[src/rtl/tdm_pkg.sv]
// Shared definitions for the 16-channel TDM receive demux.
//   CHANNELS / SEL_W : channel count and select/slot width
//   tdm_state_e      : frame-assembly FSM states
//   MODE_*           : mode input encodings
//   tdm_ctl_t        : control bundle from the slot counter to the datapath
package tdm_pkg;
  localparam int CHANNELS = 16;
  localparam int SEL_W    = 4;

  localparam logic MODE_ADDR = 1'b0;
  localparam logic MODE_TDM  = 1'b1;

  typedef enum logic {HUNT = 1'b0, FILL = 1'b1} tdm_state_e;

  typedef struct packed {
    logic             wr_en;     // write din into shadow[wr_idx]
    logic [SEL_W-1:0] wr_idx;    // shadow entry to write
    logic             commit;    // shadow (with this sample) goes to f
    logic             mode_chg;  // mode differs from registered mode
  } tdm_ctl_t;
endpackage

[src/rtl/tdm_slot_ctr.sv]
// Slot counter and HUNT/FILL frame FSM for TDM mode.
//   clk, rst_n       : clock, async active-low reset
//   mode             : 0 addressed, 1 TDM
//   in_valid, sync   : sample qualifier and frame marker
//   slot             : next expected TDM channel
//   sync_err         : registered strobe, sync seen mid-frame
//   ctl              : shadow write / commit / mode-change controls (combinational)
module tdm_slot_ctr
  import tdm_pkg::*;
(
  input  logic             clk,
  input  logic             rst_n,
  input  logic             mode,
  input  logic             in_valid,
  input  logic             sync,
  output logic [SEL_W-1:0] slot,
  output logic             sync_err,
  output tdm_ctl_t         ctl
);
  localparam logic [SEL_W-1:0] LAST_SLOT = SEL_W'(CHANNELS - 1);

  tdm_state_e       state_q, state_d, state_eff;
  logic [SEL_W-1:0] slot_q, slot_d, slot_eff;
  logic             mode_q, sync_err_q, sync_err_d;

  always_comb begin
    ctl          = '0;
    ctl.mode_chg = (mode != mode_q);
    // A mode change restarts from HUNT in the same cycle, so an accept
    // arriving with the change is evaluated from a clean state.
    state_eff    = ctl.mode_chg ? HUNT : state_q;
    slot_eff     = ctl.mode_chg ? '0 : slot_q;
    state_d      = state_eff;
    slot_d       = slot_eff;
    sync_err_d   = 1'b0;
    ctl.wr_idx   = slot_eff;

    if (mode == MODE_TDM && in_valid) begin
      unique case (state_eff)
        HUNT: begin
          if (sync) begin
            ctl.wr_en  = 1'b1;
            ctl.wr_idx = '0;
            slot_d     = SEL_W'(1);
            state_d    = FILL;
          end
        end
        FILL: begin
          if (sync) begin
            // Early marker: drop the partial frame, this sample is slot 0.
            sync_err_d = (slot_eff != '0);
            ctl.wr_en  = 1'b1;
            ctl.wr_idx = '0;
            slot_d     = SEL_W'(1);
          end else begin
            ctl.wr_en = 1'b1;
            if (slot_eff == LAST_SLOT) begin
              ctl.commit = 1'b1;
              slot_d     = '0;
              state_d    = HUNT;
            end else begin
              slot_d = slot_eff + SEL_W'(1);
            end
          end
        end
        default: state_d = HUNT;
      endcase
    end
  end

  always_ff @(posedge clk or negedge rst_n) begin
    if (!rst_n) begin
      state_q    <= HUNT;
      slot_q     <= '0;
      mode_q     <= MODE_ADDR;
      sync_err_q <= 1'b0;
    end else begin
      state_q    <= state_d;
      slot_q     <= slot_d;
      mode_q     <= mode;
      sync_err_q <= sync_err_d;
    end
  end

  assign slot     = slot_q;
  assign sync_err = sync_err_q;
endmodule

[src/rtl/tdm_demux16.sv]
// 1-to-16 receive demux: scatters a WIDTH-bit lane into 16 registered channels.
//   clk, rst_n : clock, async active-low reset
//   mode       : 0 addressed (sw picks channel), 1 TDM (slot counter picks)
//   din        : lane sample, qualified by in_valid
//   sw         : addressed-mode destination channel
//   sync       : TDM frame marker on the slot-0 sample
//   f          : channel outputs, channel k at [k*WIDTH +: WIDTH]
//   out_valid  : strobe, f updated on the previous edge
//   slot       : next expected TDM slot
//   sync_err   : strobe, sync arrived mid-frame
module tdm_demux16
  import tdm_pkg::*;
#(
  parameter int WIDTH = 1
) (
  input  logic                      clk,
  input  logic                      rst_n,
  input  logic                      mode,
  input  logic [WIDTH-1:0]          din,
  input  logic                      in_valid,
  input  logic [SEL_W-1:0]          sw,
  input  logic                      sync,
  output logic [CHANNELS*WIDTH-1:0] f,
  output logic                      out_valid,
  output logic [SEL_W-1:0]          slot,
  output logic                      sync_err
);
  tdm_ctl_t ctl;

  logic [CHANNELS-1:0][WIDTH-1:0] shadow_q, shadow_d;
  logic [CHANNELS-1:0][WIDTH-1:0] f_q, f_d;
  logic                           out_valid_q, out_valid_d;

  tdm_slot_ctr u_ctr (
    .clk      (clk),
    .rst_n    (rst_n),
    .mode     (mode),
    .in_valid (in_valid),
    .sync     (sync),
    .slot     (slot),
    .sync_err (sync_err),
    .ctl      (ctl)
  );

  always_comb begin
    shadow_d    = ctl.mode_chg ? '0 : shadow_q;
    f_d         = f_q;
    out_valid_d = 1'b0;

    if (ctl.wr_en) shadow_d[ctl.wr_idx] = din;

    if (mode == MODE_ADDR && in_valid) begin
      f_d[sw]     = din;
      out_valid_d = 1'b1;
    end else if (ctl.commit) begin
      // shadow_d already carries the slot-15 sample, so all channels land at once.
      f_d         = shadow_d;
      out_valid_d = 1'b1;
    end
  end

  always_ff @(posedge clk or negedge rst_n) begin
    if (!rst_n) begin
      shadow_q    <= '0;
      f_q         <= '0;
      out_valid_q <= 1'b0;
    end else begin
      shadow_q    <= shadow_d;
      f_q         <= f_d;
      out_valid_q <= out_valid_d;
    end
  end

  assign f         = f_q;
  assign out_valid = out_valid_q;
endmodule

[config.mk]
export PLATFORM = sky130hd
export DESIGN_NAME = tdm_demux16
export DESIGN_NICKNAME = d
export VERILOG_FILES = /design/src/rtl/tdm_pkg.sv /design/src/rtl/tdm_slot_ctr.sv /design/src/rtl/tdm_demux16.sv
export SDC_FILE = /design/constraint.sdc
export NUM_CORES = 1
export LEC_CHECK = 0
export BUFFER_PORTS_ARGS = -buffer_cell sky130_fd_sc_hd__buf_4
export CAP_MARGIN = 10
export CORE_MARGIN = 4
export CORE_UTILIZATION = 40
export CTS_CLUSTER_DIAMETER = 40
export DETAILED_ROUTE_END_ITERATION = 16
export SYNTH_ARGS = -nofsm -noshare
export SYNTH_HDL_FRONTEND = slang
export SYNTH_HIERARCHICAL = 1
export SYNTH_SLANG_ARGS = --single-unit
[constraint.sdc]
create_clock -name clk -period 6.3 [get_ports clk]
set_input_delay 0.63 -clock clk [delete_from_list [all_inputs] [get_ports clk]]
set_output_delay 0.63 -clock clk [all_outputs]
set_load 0.01 [all_outputs]
==> implementation parameters, run 1 <==
Parameter                              Value

Power and ir drop
  Sum of internal, switching and leakage power ... 601 µW
  Static power due to leakage ... 0.00112 µW
  Total power density per cell area ... 222 nW/µm²
  Worst-case vdd ir drop ... 0.129 mV

GRT
  Largest net degree at the start of global routing ... 41
  Global-route usage over all layers ... 17.2%
  Global route total overflow ... 0
  Via count of the first global-routing pass ... 2037
  Wire length of the first global-routing pass ... 10100 µm
  Antenna violations before repair ... 0

Synth
  Async set or reset register ratio after synthesis ... 100%
  Post-synth cell types ... 41
  #FFs+latches synth ... 40
  Main flop type after synthesis ... dfrtp_1
  EDFF count, synth ... 0
  Combined area of all synthesized cells ... approximately 2400 µm²
  Count of warnings emitted by yosys ... 6
  Synth Area per Inst ... 8.92 µm²
  Sequential share of the synthesized area ... 42.4%
  Top post-synthesis cells by area ... dfrtp_1 (42%), nand3_1 (8.3%), nor2b_1 (5.0%)
  Portion of synthesized cell area occupied by the leading cell type ... 42.4%
  Synthesized Nets ... 276
  Cell count after synthesis ... 265
  Post-synthesis cell type with the largest combined area ... dfrtp_1

Final layout
  Share of final-layout standard cells stronger than drive strength 1 ... 20.9%
  Final net count ... 297
  Filler cells ... approximately 540
  Layout Area Growth over Synthesis ... 14.7%
  Number of diodes added for antenna fixing ... 0

Placed design
  IO Port Bufs ... 31
  Final estimated routing congestion in global placement ... 0.825
  HPWL after detailed placement ... 3910 µm

Floorplanning
  Chip Height ... 84.9 µm
  Placeable core region ... 5610 µm²
  Die boundary width ... 84.9 µm
  Starting density of the core ... 42.1%
  Total I/O pin count ... 32
  Die area ... just over 7000 µm²
  Count of standard-cell rows ... 27

Route
  Initial DRC count ... 127
  Met3 routed WL ... 200 µm
  Total routed wirelength ... 5700 µm
  Total number of vias ... between 1500 and 2000
  Post-DRT Antenna Nets ... 0
  Mean number of vias per cell ... 5.47
  DRC violation count after routing ... 0
  Average wire length per cell after detail routing ... 15.9 µm
  Post-route met1 wirelength ... 2860 µm
  Uppermost layer routed ... met4
  Wire length on met2 ... 2580 µm
  Drt first pass iters ... 5

Clocking
  Number of buffers on the longest clock path ... 2
  Post-CTS setup buffer count ... 0
  Level count of the clock H-tree ... 2
  Root Buffer ... clkbuf_8
  Total CTS buffers ... 5
  Number of sinks driven by the clock tree ... 40
  Latest clock arrival within the worst-skew pair ... just under 0.3 ns
  Clock transition at the registers of the reported paths ... 0.08 ns
  Number of buffers inserted by hold repair at cts ... 0
  Number of instances resized during post-cts repair ... 0
  TritonCTS clock tree ... done

Setup path
  Master of the slowest instance on the critical path ... nor2b_1
  Maximum fanout along the worst path ... 14
  Setup crit start kind ... primary input
  Endpoint kind of the worst setup timing path ... flop
  Worst endpoint required time ... 6.48 ns
  Crit-path max cell delay ... 0.46 ns
  Combined buffer and inverter count along the critical path ... 1
  CP cell instances ... buf_4 > and2_1 > a21oi_1 > nor2b_1 > nand2b_1 > nor2_1 > mux2_2
  Cell class contributing the biggest share of worst-path delay ... simple AND/OR/NAND/NOR gates
  Worst Path Arrival ... 2.60 ns
  Worst Setup Path Type ... primary input to flop

Timing
  Worst Skew ... 0.00610 ns
  Hold violation total from the final report ... 0
  Worst slew margin relative to its limit ... 31.9%
  Number of pins with negative max-slew slack in the final report ... 0
  Final worst-path cycle share ... 38.4%
  Final sum of negative setup slack ... 0 ns
  Slew @ Worst Pin ... 1.01 ns
  Max frequency ... a little over 0.4 GHz
  Unrepaired setup endpoints after global routing ... false
  Total of endpoints with negative setup slack in the final report ... 0
  Clock period minus final worst setup slack ... 2.42 ns

Outcome
  Run status ... complete, no violations

Worst hold path
  Worst hold path class ... primary input to asynchronous set/reset pin

Job
  Reported max-cap violation count ... 0
registers in the layout, indices dropped and copies added, names as in the netlist:
signal	count
u_ctr/slot	4
u_ctr/sync_err	1
u_ctr/state_q	1
shadow_q	16
u_ctr/mode_q	1
out_valid	1
f	16
path summary, 6_finish.rpt:
path | start | end | slack, ns | cells after the start
worst max register to register | u_ctr/mode_q | shadow_q[10] | 3.94 | 6
min in group clk | f[15] | f[15] | 0.51 | 2
worst max-delay path | mode | shadow_q[10] | 3.88 | 7
worst min-delay path | rst_n | shadow_q[2] | 0.31 | 1
worst min register to register | f[15] | f[15] | 0.51 | 2
max in group asynchronous | rst_n | u_ctr/mode_q | 5.62 | 1
power by group:
part           internal [µW]  switching (µW)  leakage (µW)
registers                278            14.3      0.000537
clock network            118            88.5     0.0000552
logic                   47.0            55.8      0.000528
total                    442             159       0.00112
final cells by class:
cell class	count	area, µm²	share of cell area (%)
inverter	5	18.8	0.693
sequential	40	1000	36.9
tap	72	90.1	3.32
clock buffer	6	72.6	2.68
multi-input combinational	200	1240	45.7
timing repair buffer	34	255	9.42
clock inverter	2	35.0	1.29
placed cells by master (no fill, tap or decap), drive strengths merged, types with 10 or more instances in the layout:
| cell | synthesis | final |
|---|---|---|
| nor2 | 16 | 16 |
| buf | 10 | 34 |
| o21ai | 11 | 11 |
| dfrtp | 40 | 40 |
| nand3 | 39 | 39 |
| nand4 | 13 | 13 |
| nand3b | 12 | 12 |
| nor2b | 21 | 21 |
| nand2 | 30 | 30 |
| mux2 | 10 | 10 |
Yosys cell counts (all sizes together), types with 5 or more instances:
master / count
buf: 10
clkbuf: 10
o21ai: 11
nand4: 13
nand3b: 12
o2111ai: 5
nand3: 39
a32oi: 7
mux2: 10
nor2: 16
nand2: 30
nor2b: 21
nand2b: 7
dfrtp: 40
inv: 5
worst register-to-register path: stages (launching register included):
cell	delay (ns)
dfrtp_1	0.46
and2_1	0.36
a21oi_1	0.19
nor2b_1	0.46
nand2b_1	0.18
nor2_1	0.25
mux2_2	0.36
routing by layer:
metal  up-vias  GRT usage (%)
met5         -              0
met1       925           24.5
li1        996              -
met4         0           3.88
met2        37           27.0
met3         6           3.40
through the flow:
| stage | std cells | hold slack, ns | worst slack (ns) | cell area, µm² | util, % |
|---|---|---|---|---|---|
| floorplan | 265 | 0.334 | 3.94 | 2360 | - |
| global placement | 351 | 0.495 | 3.65 | 2600 | 46.4 |
| detailed placement | 351 | 0.496 | 3.63 | 2600 | 46.4 |
| CTS | 359 | 0.329 | 3.92 | 2710 | 48.3 |
| global route | 359 | 0.349 | 3.68 | 2710 | 48.3 |
| finish | 359 | 0.306 | 3.88 | 2710 | 48.3 |
logic make-up after synthesis:
group                    Yosys count  share of synthesized area [%]
flip-flops                        40                           42.4
buffers and inverters             25                           5.56
AND/OR/NAND/NOR                  157                           36.8
adder cells (fa/ha/maj)            1                          0.529
multiplexers                      10                           4.92
AO/OA/AOI/OAI                     32                           9.79
(Power assumes the default switching activity.)
==> run 2: changes to the inputs <==
==> constraint.sdc (replaced) <==
create_clock -name clk -period 2.5 [get_ports clk]
set_input_delay 0.25 -clock clk [delete_from_list [all_inputs] [get_ports clk]]
set_output_delay 0.25 -clock clk [all_outputs]
set_load 0.01 [all_outputs]
==> run 2 against run 1 <==
Critical path depth down 1. Critical path type is now flop to flop. Global-route usage up 0.96 points. Highest routed layer unchanged. Sequential power rose to 2.5 times the previous value. Largest power group unchanged.
==> implementation parameters, run 2 (synthesis results as in run 1) <==
Parameter                              Value

Final layout
  Number of diodes added for antenna fixing ... 0
  Commonest non-fill, non-tap cell in the layout ... buf_4
  Non-Filler Instances ... around 370
  Filler cells ... around 580
  Leading cell types in the layout, fill and taps excluded ... buf_4 (43), dfrtp_1 (40), nand3_1 (39)
  Final net count ... ~300
  Layout Area Growth over Synthesis ... 17.3%
  Share of final-layout standard cells stronger than drive strength 1 ... 23.6%

GRT
  Antenna violations before repair ... 0
  Largest net degree at the start of global routing ... 41
  Wire length of the first global-routing pass ... about 10000 µm
  Met3 track demand over resource ... 4.17%
  Global-route usage over all layers ... 18.1%
  Via count of the first global-routing pass ... 2042
  Met1 usage in global routing ... 26.1%
  Top Usage Layer GRT ... met2
  GRT met2 Usage ... approximately 27%
  Global route total overflow ... 0

Route
  DRC violation count after routing ... 0
  Initial DRC count ... 128
  Total number of vias ... 2070
  Drt first pass iters ... 4
  Mean number of vias per cell ... 5.61
  Post-DRT Antenna Nets ... 0
  Total routed wirelength ... just over 6000 µm
  Average wire length per cell after detail routing ... 16.6 µm

Timing
  Clock period minus final worst setup slack ... 2.24 ns
  Worst Skew ... 0.00337 ns
  Total of endpoints with negative setup slack in the final report ... 0
  Unrepaired setup endpoints after global routing ... false
  Final sum of negative setup slack ... 0 ns
  Final worst-path cycle share ... between 80% and 90%
  Slew @ Worst Pin ... between 0.6 and 0.7 ns
  Hold Slack ... about 0.17 ns
  Max frequency ... 0.446 GHz
  Worst slew margin relative to its limit ... between 50% and 60%
  Hold violation total from the final report ... 0
  Number of pins with negative max-slew slack in the final report ... 0

Power and ir drop
  Switching part of the total ... 27.8%
  Total power density per cell area ... 525 nW/µm²
  Proportion of power drawn by flip-flops and latches ... 50.3%
  Portion of total power attributed to combinational logic ... 18.8%
  Static power due to leakage ... 0.00116 µW
  Worst-case vdd ir drop ... 0.306 mV
  Cell internal pwr ... 1050 µW
  Clock network fraction of total power ... 30.9%
  Sw power ... 405 µW

Clocking
  Number of buffers on the longest clock path ... 2
  Post-CTS setup buffer count ... 0
  TritonCTS clock tree ... done
  Number of sinks driven by the clock tree ... 40
  Root Buffer ... clkbuf_8
  Total CTS buffers ... 5
  Level count of the clock H-tree ... 2
  Clock transition at the registers of the reported paths ... 0.08 ns
  Latest clock arrival within the worst-skew pair ... 0.29 ns

Floorplanning
  Chip Height ... 84.9 µm
  Die boundary width ... 84.9 µm
  Die area ... between 7000 and 8000 µm²
  Total I/O pin count ... 32
  Count of standard-cell rows ... 27
  Placeable core region ... 5610 µm²
  Starting density of the core ... a little over two fifths

Setup path
  Endpoint kind of the worst setup timing path ... flop
  Worst Path Arrival ... 2.42 ns
  Worst Setup Path Type ... flop to flop
  Worst endpoint required time ... 2.68 ns
  Setup crit start kind ... flop
  Maximum fanout along the worst path ... 8

Placed design
  HPWL after detailed placement ... 4130 µm
  IO Port Bufs ... 31
  Final estimated routing congestion in global placement ... 0.866
  Number of placed cells counting well taps ... 360

Worst hold path
  Worst hold path class ... primary input to flop

Job
  Reported max-cap violation count ... 0

Outcome
  Run status ... complete, no violations
[run 2: cell count changes in the layout (fill, tap and decap cells not counted), sizes merged]
cell         change
clkbuf           +2
dlygate4sd3      +1
buf              +9
bufinv           -1
clkinv           -1
[run 2: timing repair]
item / CTS / global route
hold buffers: 1 / 0
hold endpoints to repair: 40 / 0
setup endpoints to repair: 0 / 10
gates resized for setup: 0 / 3
[run 2: cell type report]
type | count | area, µm² | area share, %
sequential | 40 | 1000 | 36.1
timing repair buffer | 44 | 333 | 12.0
inverter | 5 | 18.8 | 0.677
clock buffer | 8 | 90.1 | 3.25
multi-input combinational | 200 | 1240 | 44.7
tap | 72 | 90.1 | 3.25
[run 2: critical path, stage by stage, from the launching register on]
cell,delay [ns]
dfrtp_1,0.46
and2_1,0.28
a21oi_2,0.28
nor2b_1,0.13
nor3b_1,0.38
and3_1,0.26
mux2_2,0.34
[run 2: routing by layer]
metal / wire, µm / up-vias
met5: 0 / -
met4: 69 / 0
met3: 288 / 7
met2: 2750 / 48
met1: 3010 / 994
li1: - / 1021
[run 2: path summary, 6_finish.rpt]
kind / slack (ns) / startpoint / endpoint / depth (start not counted)
setup / recovery: 0.26 / u_ctr/mode_q / shadow_q[3] / 6
hold / removal: 0.17 / mode / u_ctr/mode_q / 1
setup reg to reg: 0.26 / u_ctr/mode_q / shadow_q[3] / 6
hold reg to reg: 0.51 / f[12] / f[12] / 2
max in group asynchronous: 1.67 / rst_n / f[14] / 2
min in group asynchronous: 0.48 / rst_n / shadow_q[0] / 2
[run 2: power groups by stage]
stage	clock network (µW)	registers [µW]	logic (µW)
6_report	450	732	273
5_1_grt	497	738	302
4_1_cts	467	732	277
3_5_place_dp	0	745	274
3_3_place_gp	0	744	273
2_1_floorplan	0	767	109
[run 2: metrics by stage]
step	worst slack (ns)	total power [µW]	utilization, %	instance area (µm²)
floorplan	0.462	877	-	2360
global placement	0.307	1020	47.5	2660
detailed placement	0.196	1020	47.5	2660
CTS	0.155	1480	49.3	2760
global route	0.108	1540	49.4	2770
finish	0.255	1450	49.4	2770
